===== config.mk =====
export PLATFORM = sky130hd
export DESIGN_NAME = rx_byte_fifo
export DESIGN_NICKNAME = d
export VERILOG_FILES = /design/src/rtl/rx_byte_fifo.sv
export SDC_FILE = /design/constraint.sdc
export NUM_CORES = 1
export LEC_CHECK = 0
export CAP_MARGIN = 5
export CORE_MARGIN = 2
export CORE_UTILIZATION = 59
export CTS_CLUSTER_DIAMETER = 60
export DETAILED_ROUTE_END_ITERATION = 8
export PLACE_DENSITY = 0.81
export REMOVE_ABC_BUFFERS = 1
export SETUP_SLACK_MARGIN = 0.4
export SLEW_MARGIN = 40
export SYNTH_ARGS = -nofsm -noshare
export SYNTH_HDL_FRONTEND = slang
export SYNTH_SLANG_ARGS = --single-unit

===== constraint.sdc =====
create_clock -name clk -period 3.7 [get_ports clk]
set_clock_uncertainty 0.1 [all_clocks]
set_input_delay 0.74 -clock clk [delete_from_list [all_inputs] [get_ports clk]]
set_output_delay 0.74 -clock clk [all_outputs]
set_load 0.03 [all_outputs]

===== src/rtl/rx_byte_fifo.sv =====
// Receive byte FIFO behind the UART receiver. Each rising edge of the receiver's
// frame-done level writes one byte. The head entry is shown ahead of the read.
module rx_byte_fifo #(
    parameter int unsigned DATA_W = 8,
    parameter int unsigned DEPTH  = 16,
    parameter int unsigned ADDR_W = 4
) (
    input  logic              clk,
    input  logic              rst,
    input  logic [DATA_W-1:0] rx_data,
    input  logic              rx_ready,
    input  logic              rd_en,
    output logic [DATA_W-1:0] dout,
    output logic              dout_valid,
    output logic              empty,
    output logic              full,
    output logic [ADDR_W:0]   count,
    output logic              overflow,
    input  logic              clr_ovf
);

    localparam int unsigned CNT_W = ADDR_W + 1;

    logic [DATA_W-1:0] mem [DEPTH];
    logic [ADDR_W-1:0] wr_ptr;
    logic [ADDR_W-1:0] rd_ptr;
    logic [CNT_W-1:0]  cnt_q;
    logic              rx_ready_q;
    logic              ovf_q;

    logic push;
    logic pop;
    logic wr_ok;
    logic drop;

    // Status flags are decoded straight from the occupancy register
    always_comb begin
        empty      = (cnt_q == CNT_W'(0));
        full       = (cnt_q == CNT_W'(DEPTH));
        count      = cnt_q;
        dout_valid = !empty;
        overflow   = ovf_q;
        dout       = empty ? DATA_W'(0) : mem[rd_ptr];
    end

    // Edge detect on the receiver level. A write also goes through when full
    // if the head is popped in the same cycle (the freed slot is reused).
    always_comb begin
        push  = rx_ready & ~rx_ready_q;
        pop   = rd_en & !empty;
        wr_ok = push & (!full | pop);
        drop  = push & full & !pop;
    end

    // Byte storage; contents need no reset
    always_ff @(posedge clk) begin
        if (wr_ok) begin
            mem[wr_ptr] <= rx_data;
        end
    end

    // Pointers, occupancy and level history
    always_ff @(posedge clk or negedge rst) begin
        if (!rst) begin
            wr_ptr     <= '0;
            rd_ptr     <= '0;
            cnt_q      <= '0;
            rx_ready_q <= 1'b1;
        end else begin
            rx_ready_q <= rx_ready;
            if (wr_ok) begin
                wr_ptr <= wr_ptr + ADDR_W'(1);
            end
            if (pop) begin
                rd_ptr <= rd_ptr + ADDR_W'(1);
            end
            case ({wr_ok, pop})
                2'b10:   cnt_q <= cnt_q + CNT_W'(1);
                2'b01:   cnt_q <= cnt_q - CNT_W'(1);
                default: cnt_q <= cnt_q;
            endcase
        end
    end

    // Sticky drop flag; a drop beats a simultaneous clear
    always_ff @(posedge clk or negedge rst) begin
        if (!rst) begin
            ovf_q <= 1'b0;
        end else if (drop) begin
            ovf_q <= 1'b1;
        end else if (clr_ovf) begin
            ovf_q <= 1'b0;
        end
    end

endmodule


Word-level counts from Yosys, hierarchy flattened --
Memory sizes are Yosys's and may differ from the RTL's. Cells that the tools add are included. Widths: inputs -> output; s select.
Storage, ports and cells: bits in registers 15, RAM bits 128, memories 1
Memory list:
- mem | depth 16, bits a word 8, rd ports 1, clocked after memory_dff 0, write ports 1, line 24 | logic [DATA_W-1:0] mem [DEPTH];
Operators by class: mux-type cells 6, add/sub/neg operators 4, bitwise gates (word level) 7, equal/unequal tests 3, reduce and logical (&&, ||, !) cells 6
Operator list (count):
- $pmux 5 s2 | 1
- $add 4x1->4 const B | 2
- $mux 8 | 1
- $add 5x1->5 const B | 1
- $and 1x1->1 | 5
- $eq 5x5->1 const B | 1
- $logic_not 5->1 | 1
- $sub 5x1->5 const B | 1
- $mux 1 | 4
- $reduce_bool 2->1 | 2
- $logic_not 1->1 | 3
- $eq 2x1->1 const B | 1
- $eq 2x2->1 const B | 1
- $not 1->1 | 1
- $or 1x1->1 | 1

Depth between registers and ports, before layout --
Gate-level depths: netlist of run 1.
depth after elaboration 7, gate-level depth with buffers 13

Least setup slack after synthesis of run 1 --
No wires, ideal clock.
path kind reg2reg, start register cnt_q[1], in the netlist count[1], end register cnt_q[4], in the netlist count[4], slack 0.486 ns, buffers on the path 4, setup time 0.135 ns, cell stages (with the launch flop) 14, arrival time 2.979 ns, required time 3.465 ns, path through dfrtp_1 -> clkbuf_2 -> nor4_1 -> a31o_2 -> buf_6 -> buf_2 -> ha_1 -> clkbuf_1 -> xor2_1 -> ha_1 -> o211a_1 -> or4_1 -> o211ai_1 -> a211oi_1
Between the ends: word-level cells in the longest chain between the ends 7
RTL lines:
- start: declaration | line 27 | logic [CNT_W-1:0] cnt_q;
- start signal: assignment | line 78 | 2'b10: cnt_q <= cnt_q + CNT_W'(1);
- start signal: assignment | line 79 | 2'b01: cnt_q <= cnt_q - CNT_W'(1);
- start signal: assignment | line 80 | default: cnt_q <= cnt_q;
- $logic_not 5->1 | line 38 | empty = (cnt_q == CNT_W'(0));
- $logic_not 1->1 | line 50 | pop = rd_en & !empty;
- $and 1x1->1 | line 50
- $or 1x1->1 | line 51 | wr_ok = push & (!full | pop);
- $and 1x1->1 | line 51
- $eq 2x1->1 / $eq 2x2->1 (equally long branches) | line 77 | case ({wr_ok, pop})
- $pmux 5 s2 / $reduce_bool 2->1 (equally long branches)
Several ways; a longest one is shown, not always the timed one. A chain may end at the register's enable or synchronous reset.

Final worst setup path of run 1 --
start register rd_ptr[1], end output dout[0]
Between the ends: word-level cells in the longest chain between the ends 2
RTL lines:
- start: declaration | line 26 | logic [ADDR_W-1:0] rd_ptr;
- start signal: assignment | line 75 | rd_ptr <= rd_ptr + ADDR_W'(1);
- $mem_v2 16x8
- $mux 8 | line 43 | dout = empty ? DATA_W'(0) : mem[rd_ptr];
- end: declaration | line 13 | output logic [DATA_W-1:0] dout,
Every way passes these cells.

==> flow_summary.toml, run 1 <==
[status]
outcome = "completed"

[run]
drv_cap = 0

[sta]
period_share_pct = 90.6
finalSetupViolCount = 0
fmax_mhz = 298
hold_viol = 0
min_period_ps = 3350
maxSlewHeadroom_pct = 52.7
fin_setup_tns_ps = 0
rsz0062_at_grt = "true"
holdWs_ps = 437
timing.final.max_slew_violations = 0
worst_pin_slew_ps = 707

[power_and_ir_drop]
seq_power_share_pct = 37.0
comb_power_share_pct = 33.7
swShare_pct = 32.5
powerDensity_nw_per_um2 = 799
internal-power_uw = 3860
clockPowerShare_pct = 29.3
ir_drop_v = 0.000607
leakagePower_uw = 0.00252
switchingPower_uw = 1860

[floorplanning]
ios = 30
start_util_pct = 61.1
die_x_microns = 105
die_y_microns = 105
dieArea_sq_um = 11000
rows = 36
core_area_sq_um = 9860

[clock_tree]
h-tree-depth = 4
cts_tree = "yes"
hold_buffers = 0
clk_pin_slew_ps = 60
cts.sinks = 143
root_buffer = "clkbuf_8"
cts_buffer_depth = 2
insertion_delay_ps = 520
numCtsBuffers = 17

[synth]
synth_common_cells = "128 x edfxtp_1, 20 x mux4_2, 14 x dfrtp_1"
synthTopCellsByArea = "edfxtp_1 64%, mux4_2 7.5%, dfrtp_1 5.8%"
ys_warn_count = 0
synth-seq-area-share_pct = 70.0
synth.avg_cell_area_sq_um = 18.8
synth-edff-count = 128
ys_ff_latch = 143
yosysUniqueCellTypes = 44
syn_area_sq_um = 6030
synthFlopType = "edfxtp_1"
yosysMostFrequentCell = "edfxtp_1"
yosysTopAreaCellShare_pct = 63.8
async_flop_share_pct = 10.5
syn_inst = 320
yosys.area.top_type = "edfxtp_1"

[worst_setup_path]
critical_path_arrival_ps = 2510
crit_buf_inv = 2
cpPeakStageDelay_ps = 610
cp_max_fo = 8
path_delay_family = "multiplexers"
crit_chain = "clkbuf_16 > mux4_1 > mux2_2 > o21ai_0 > a21oi_1 > buf_4"
crit_type = "register to output pin"
required_ps = 2860
cp-end-kind = "output pin"
slowest_stage = "mux4_1"
worstSetupStartpointType = "register"
reg2reg_slack_ps = 720

[layout]
utilization_pct = 72.6
postLayoutCellArea_sq_um = 7160
final_cells = 515
diodes = 0
fill_cells = 562
final_nets = 391
final_layout_size_suffix_gt1_share_pct = 26.4
area_delta_synth_final_pct = 18.8

[grt]
grt_use_total_pct = 23.6
antenna_found_initial = 0
grt_pass1_vias = 3238
grt_max_degree = 28
grt_pass1_wl_microns = 18600
overflow = 0

[detailed_routing]
vias = 3191
via_per_inst = 6.20
ant_nets = 0
wl_per_cell_microns = 25.1
drtPass1Iterations = 5
drc_errors = 0
routed_wl_microns = 12900
drt_iter0_markers = 313

[place]
io_buffer_count = 29
dp_cells = 479
gp_congestion = 0.804
dpl_cell_area_sq_um = 6520
dp_hpwl_microns = 6790

[worst_hold_path]
worst_hold_path_type = "register to register"
==> logic make-up (layout without fill, tap and decap cells) <==
kind of cell	count (synthesis)	after routing	share of synthesized area, %
AOI/OAI and AO/OA	30	30	2.93
DFF	143	143	70.0
muxes	51	51	16.1
xor gates and xnor gates	10	10	1.45
buffers and inverters	29	91	3.32
and+or+nand+nor	48	48	4.34
adders and majority gates	9	9	1.87
==> metal layers <==
layer	vias up	wire, microns	track usage [%]	share of wire (%)
met5	-	27	0	0.21
met4	2	278	7.33	2.2
met3	26	818	5.74	6.3
met2	148	6930	40.0	54
met1	1624	4860	30.5	38
li1	1391	-	-	-
==> area by class of cell <==
cell class	count	area (sq um)	share of cell area, %
Tap cell	133	166	2.32
Clock inverter	14	166	2.32
Sequential cell	143	4220	59.0
Timing Repair Buffer	50	505	7.06
Inverter	9	33.8	0.472
Clock buffer	18	418	5.84
Multi-Input combinational cell	148	1650	23.0
==> state kept, by name, indices dropped and copies added, names as in the netlist <==
register,cells
wr_ptr,4
overflow,1
count,5
rx_ready_q,1
rd_ptr,4
mem,128
==> timing repair <==
item / in CTS / in global routing
buffers inserted: 0 / 2
gates resized for setup: 42 / 13
setup endpoints to repair: 9 / 8
gates cloned: 1 / 1
==> power groups by stage <==
stage | registers, uW | logic, uW | clock network, uW
after floorplan | 2260 | 1030 | 0
after global placement | 2100 | 1810 | 0
after detailed placement | 2120 | 1860 | 0
after CTS | 2100 | 1840 | 1690
after global routing | 2140 | 2050 | 1760
final | 2120 | 1930 | 1680
==> metrics by stage <==
stage / setup slack, ps / total power [uW]
3_5_place_dp: 351 / 3970
5_1_grt: 292 / 5940
4_1_cts: 352 / 5620
3_3_place_gp: 443 / 3910
2_1_floorplan: 375 / 3280
6_report: 347 / 5720
==> final timing paths <==
kind / from / end / cells past startpoint
hold reg to reg: wr_ptr[0] / wr_ptr[0] / 1
min in group asynchronous: rst / wr_ptr[0] / 1
max in group asynchronous: rst / rd_ptr[1] / 1
setup / recovery: rd_ptr[1] / dout[0] / 6
hold / removal: wr_ptr[0] / wr_ptr[0] / 1
setup reg to reg: count[2] / count[4] / 11
==> cell usage in the layout, fill, tap and decap left out, types with 7 or more instances in the layout <==
master	n
clkbuf_16	17
xnor2_1	7
mux2i_1	8
nand3_1	7
mux4_1	12
clkdlybuf4s50_1	20
mux2_2	11
a21oi_1	10
nor2_1	10
dfrtp_1	13
mux4_2	20
buf_4	22
edfxtp_1	128
ha_1	9
inv_1	9
Note: power is estimated with default switching activity, not from simulation.
==> run 2, diff against run 1 <==
--- a/config.mk
+++ b/config.mk
@@ -12,8 +12,8 @@
 export DETAILED_ROUTE_END_ITERATION = 8
 export PLACE_DENSITY = 0.81
 export REMOVE_ABC_BUFFERS = 1
-export SETUP_SLACK_MARGIN = 0.4
 export SLEW_MARGIN = 40
 export SYNTH_ARGS = -nofsm -noshare
 export SYNTH_HDL_FRONTEND = slang
 export SYNTH_SLANG_ARGS = --single-unit
+export TNS_END_PERCENT = 100
==> run 2 against run 1 <==
Sequential power is essentially flat. Critical path depth is the same. Power shrank 2.9%. Sequential share of layout area grew 0.54 points. Count of clock-buffer cells in the layout is the same. Non-clock buffer count shrank 4. Fmax shrank 6.4%. Hold slack gained 1.7 ps. Combinational power shrank 7%. Global-route usage shrank 0.83 points. Critical endpoint is now dout[4]. Largest power group unchanged.
==> flow_summary.toml, run 2 (synthesized netlist as in run 1, its figures left out) <==
[status]
outcome = "completed"

[layout]
area_delta_synth_final_pct = 17.7
utilization_pct = 71.9
final_cells = 511
layout_commonest_cell = "edfxtp_1"
diodes = 0
fill_cells = 573
final_layout_size_suffix_gt1_share_pct = 22.8
final_cell_mix = "128 x edfxtp_1, 21 x clkdlybuf4s50_1, 20 x mux4_2"
largest_register_ffs = 128
final_nets = 387
regMostFlops = "mem"

[sta]
maxSlewHeadroom_pct = 50.9
fmax_mhz = 279
finalSetupViolCount = 0
period_share_pct = 96.9
rsz0062_at_grt = "false"
hold_viol = 0
timing.final.max_slew_violations = 0
min_period_ps = 3580
worst_pin_slew_ps = 734
fin_setup_tns_ps = 0

[worst_setup_path]
crit_chain = "buf_12 > mux4_1 > mux2_2 > o21ai_1 > a21oi_1 > dlygate4sd2_1"
slowest_stage = "mux4_1"
cpPeakStageDelay_ps = 610
cp_max_fo = 35
required_ps = 2860
critical_path_arrival_ps = 2740
worstSetupStartpointType = "register"
cp-end-kind = "output pin"
crit_type = "register to output pin"

[clock_tree]
numCtsBuffers = 17
cts.sinks = 143
cts_buffer_depth = 2
cts_tree = "yes"
root_buffer = "clkbuf_8"
insertion_delay_ps = 510
h-tree-depth = 4
clk_pin_slew_ps = 60
hold_buffers = 0

[power_and_ir_drop]
p_total_uw = 5560
clockPowerShare_pct = 30.0
internal-power_uw = 3770
swShare_pct = 32.1
seq_power_share_pct = 37.7
ir_drop_v = 0.000756
powerDensity_nw_per_um2 = 783
leakagePower_uw = 0.00247
switchingPower_uw = 1790
comb_power_share_pct = 32.4

[grt]
antenna_found_initial = 0
overflow = 0
grt_pass1_vias = 3220
grt_pass1_wl_microns = 18100
grt_use_total_pct = 22.8
grt_max_degree = 36

[detailed_routing]
drt_iter0_markers = 228
via_per_inst = 5.99
vias = 3061
ant_nets = 0
routed_wl_microns = 11800
drc_errors = 0
wl_per_cell_microns = 23.1
drtPass1Iterations = 4

[worst_hold_path]
worst_hold_path_type = "register to register"

[place]
dp_cells = 479
dp_hpwl_microns = 6790
io_buffer_count = 29
gp_congestion = 0.804

[floorplanning]
dieArea_sq_um = 11000
rows = 36
core_area_sq_um = 9860
ios = 30
die_y_microns = 105
die_x_microns = 105
start_util_pct = 61.1

[run]
drv_cap = 0
[run 2: area by class of cell]
type / count / area [sq um] / area share [%]
Multi-Input combinational cell: 148 / 1640 / 23.1
Tap cell: 133 / 166 / 2.35
Inverter: 9 / 33.8 / 0.476
Clock inverter: 14 / 166 / 2.35
Sequential cell: 143 / 4220 / 59.5
Clock buffer: 18 / 418 / 5.89
Timing Repair Buffer: 46 / 449 / 6.33
[run 2: final timing paths]
kind                       slack [ps]  startpoint  cells past startpoint        end
min in group asynchronous         560         rst                      1  wr_ptr[0]
max reg2reg                       630    count[2]                     11   count[4]
min                               440   wr_ptr[0]                      1  wr_ptr[0]
max in group asynchronous        2480         rst                      1   count[4]
max                               120   rd_ptr[1]                      6    dout[4]
min reg2reg                       440   wr_ptr[0]                      1  wr_ptr[0]
[run 2: through the flow]
step           setup WS [ps]  hold slack, ps  cell area (sq um)
2_1_floorplan            375             344               5860
3_3_place_gp             443             417               6520
3_5_place_dp             351             424               6520
4_1_cts                 37.7             437               7090
5_1_grt                 44.6             462               7090
6_report                 116             438               7090
[run 2: repair_timing]
item                       in CTS  in global routing
gates resized for setup         7                  1
buffers inserted                0                  0
setup endpoints to repair       7                  1
[run 2: power groups by stage]
stage | Combinational (uW) | Clock (uW) | Sequential, uW
after floorplan | 1030 | 0 | 2260
after global placement | 1810 | 0 | 2100
after detailed placement | 1860 | 0 | 2120
after CTS | 1820 | 1690 | 2090
after global routing | 1930 | 1760 | 2120
final | 1800 | 1670 | 2090
[run 2: metal layers]
| layer | track usage (%) | vias up | part of all wire [%] |
|---|---|---|---|
| met5 | 0 | - | 0 |
| met4 | 6.86 | 0 | 1.1 |
| met3 | 6.05 | 11 | 6.7 |
| met2 | 38.8 | 130 | 53 |
| met1 | 28.9 | 1543 | 39 |
| li1 | - | 1377 | - |
[run 2: critical path: cells and delay by family, from the launching register on]
kind	cells	cell delay [ps]
buffers and inverters	2	630
muxes	2	900
AOI/OAI and AO/OA	2	290
DFF	1	370
==> run 3, diff against run 2 <==
--- a/config.mk
+++ b/config.mk
@@ -6,10 +6,10 @@
 export NUM_CORES = 1
 export LEC_CHECK = 0
 export CAP_MARGIN = 5
-export CORE_MARGIN = 2
 export CORE_UTILIZATION = 59
 export CTS_CLUSTER_DIAMETER = 60
 export DETAILED_ROUTE_END_ITERATION = 8
+export MAX_ROUTING_LAYER = met4
 export PLACE_DENSITY = 0.81
 export REMOVE_ABC_BUFFERS = 1
 export SLEW_MARGIN = 40
==> run 3 against run 2 <==
Die area decreased by 3.8%. Wire length fell by 3.6%. Non-clock buffer count is 1 higher. Clock power fell by 4%. Largest power group unchanged. Hold slack worse by 5.8 ps. Sequential power about the same. Highest routed layer unchanged.
==> flow_summary.toml, run 3 (synthesized netlist as in run 1, its figures left out) <==
[floorplanning]
die_x_microns = 103
die_y_microns = 103
start_util_pct = 61.4
rows = 36
core_area_sq_um = 9820
dieArea_sq_um = 10600
ios = 30

[grt]
grt_pass1_wl_microns = 17600
overflow = 0
grt_pass1_vias = 3141
grt_use_total_pct = 25.3
grt_max_degree = 33
antenna_found_initial = 0

[power_and_ir_drop]
leakagePower_uw = 0.00246
powerDensity_nw_per_um2 = 777
ir_drop_v = 0.000555

[worst_setup_path]
cp_max_fo = 16
cpPeakStageDelay_ps = 580
crit_buf_inv = 2
worstSetupStartpointType = "register"
cp-end-kind = "output pin"
crit_chain = "buf_12 > mux4_1 > mux2_2 > o21ai_1 > a21oi_1 > dlygate4sd2_1"
critical_path_arrival_ps = 2680
reg2reg_slack_ps = 590
slowest_stage = "mux4_1"
crit_type = "register to output pin"
path_delay_family = "multiplexers"
required_ps = 2860

[sta]
period_share_pct = 95.1
holdWs_ps = 433
fin_setup_tns_ps = 0
fmax_mhz = 284
rsz0062_at_grt = "false"
worst_pin_slew_ps = 659
timing.final.max_slew_violations = 0
hold_viol = 0
maxSlewHeadroom_pct = 55.9
setup_ws_ps = 179
finalSetupViolCount = 0
min_period_ps = 3520

[place]
dp_slack_ps = 332
dp_cells = 479
gp_congestion = 0.745
io_buffer_count = 29
dp_hpwl_microns = 6820

[layout]
area_delta_synth_final_pct = 17.6
final_layout_size_suffix_gt1_share_pct = 23.0
largest_register_ffs = 128
fill_cells = 598
diodes = 0
final_nets = 388
layout_commonest_cell = "edfxtp_1"
regMostFlops = "mem"
final_cell_mix = "128 x edfxtp_1, 21 x clkdlybuf4s50_1, 20 x mux4_2"
final_cells = 511

[clock_tree]
cts_setup_buffers = 0
h-tree-depth = 4
numCtsBuffers = 17
cts.sinks = 143
insertion_delay_ps = 520
cts_tree = "yes"
clk_pin_slew_ps = 60
root_buffer = "clkbuf_8"
cts_buffer_depth = 2

[detailed_routing]
vias = 3066
drtPass1Iterations = 4
wl_per_cell_microns = 22.3
drt_iter0_markers = 214
routed_wl_microns = 11400
via_per_inst = 6.00
ant_nets = 0
drc_errors = 0

[run]
drv_cap = 0

[status]
outcome = "completed"

[worst_hold_path]
worst_hold_path_type = "register to register"
[run 3: routing by layer]
| metal | share of wire (%) | up-vias | routed length (microns) | track usage, % |
|---|---|---|---|---|
| met5 | 0 | - | 0 | - |
| met1 | 40 | 1552 | 4510 | 31.5 |
| met3 | 6.0 | 17 | 684 | 5.97 |
| met4 | 1.4 | 0 | 160 | 9.75 |
| met2 | 53 | 115 | 6050 | 40.6 |
| li1 | - | 1382 | - | - |
[run 3: final cells by class]
cell class / instances / area (sq um) / area share [%]
sequential: 143 / 4220 / 59.5
multi-input combinational: 148 / 1640 / 23.1
timing repair buffer: 47 / 470 / 6.63
clock buffer: 18 / 418 / 5.89
tap: 133 / 166 / 2.35
clock inverter: 13 / 141 / 1.99
inverter: 9 / 33.8 / 0.476
[run 3: path summary, 6_finish.rpt]
check,from,endpoint,cells past startpoint
min,rd_ptr[3],rd_ptr[3],1
max in group asynchronous,rst,rd_ptr[1],1
max,rd_ptr[1],dout[4],6
min reg2reg,rd_ptr[3],rd_ptr[3],1
max reg2reg,count[2],count[4],11
min in group asynchronous,rst,wr_ptr[0],1
[run 3: report_power, final]
part / switching [uW] / internal [uW] / leakage (uW)
logic: 943 / 854 / 0.000872
clock network: 644 / 956 / 0.000256
registers: 199 / 1910 / 0.00133
[run 3: stage by stage]
stage	cell area [sq um]	power [uW]	utilization (%)
finish	7090	5510	72.2
global route	7090	5760	72.2
CTS	7060	5530	71.9
detailed placement	6520	3980	66.3
global placement	6520	3900	66.3
floorplan	5860	3280	-
[run 3: repair_timing]
action / in CTS / in global routing
gates cloned: 0 / 1
setup endpoints to repair: 8 / 2
hold buffers: 0 / 0
gates resized for setup: 8 / 1
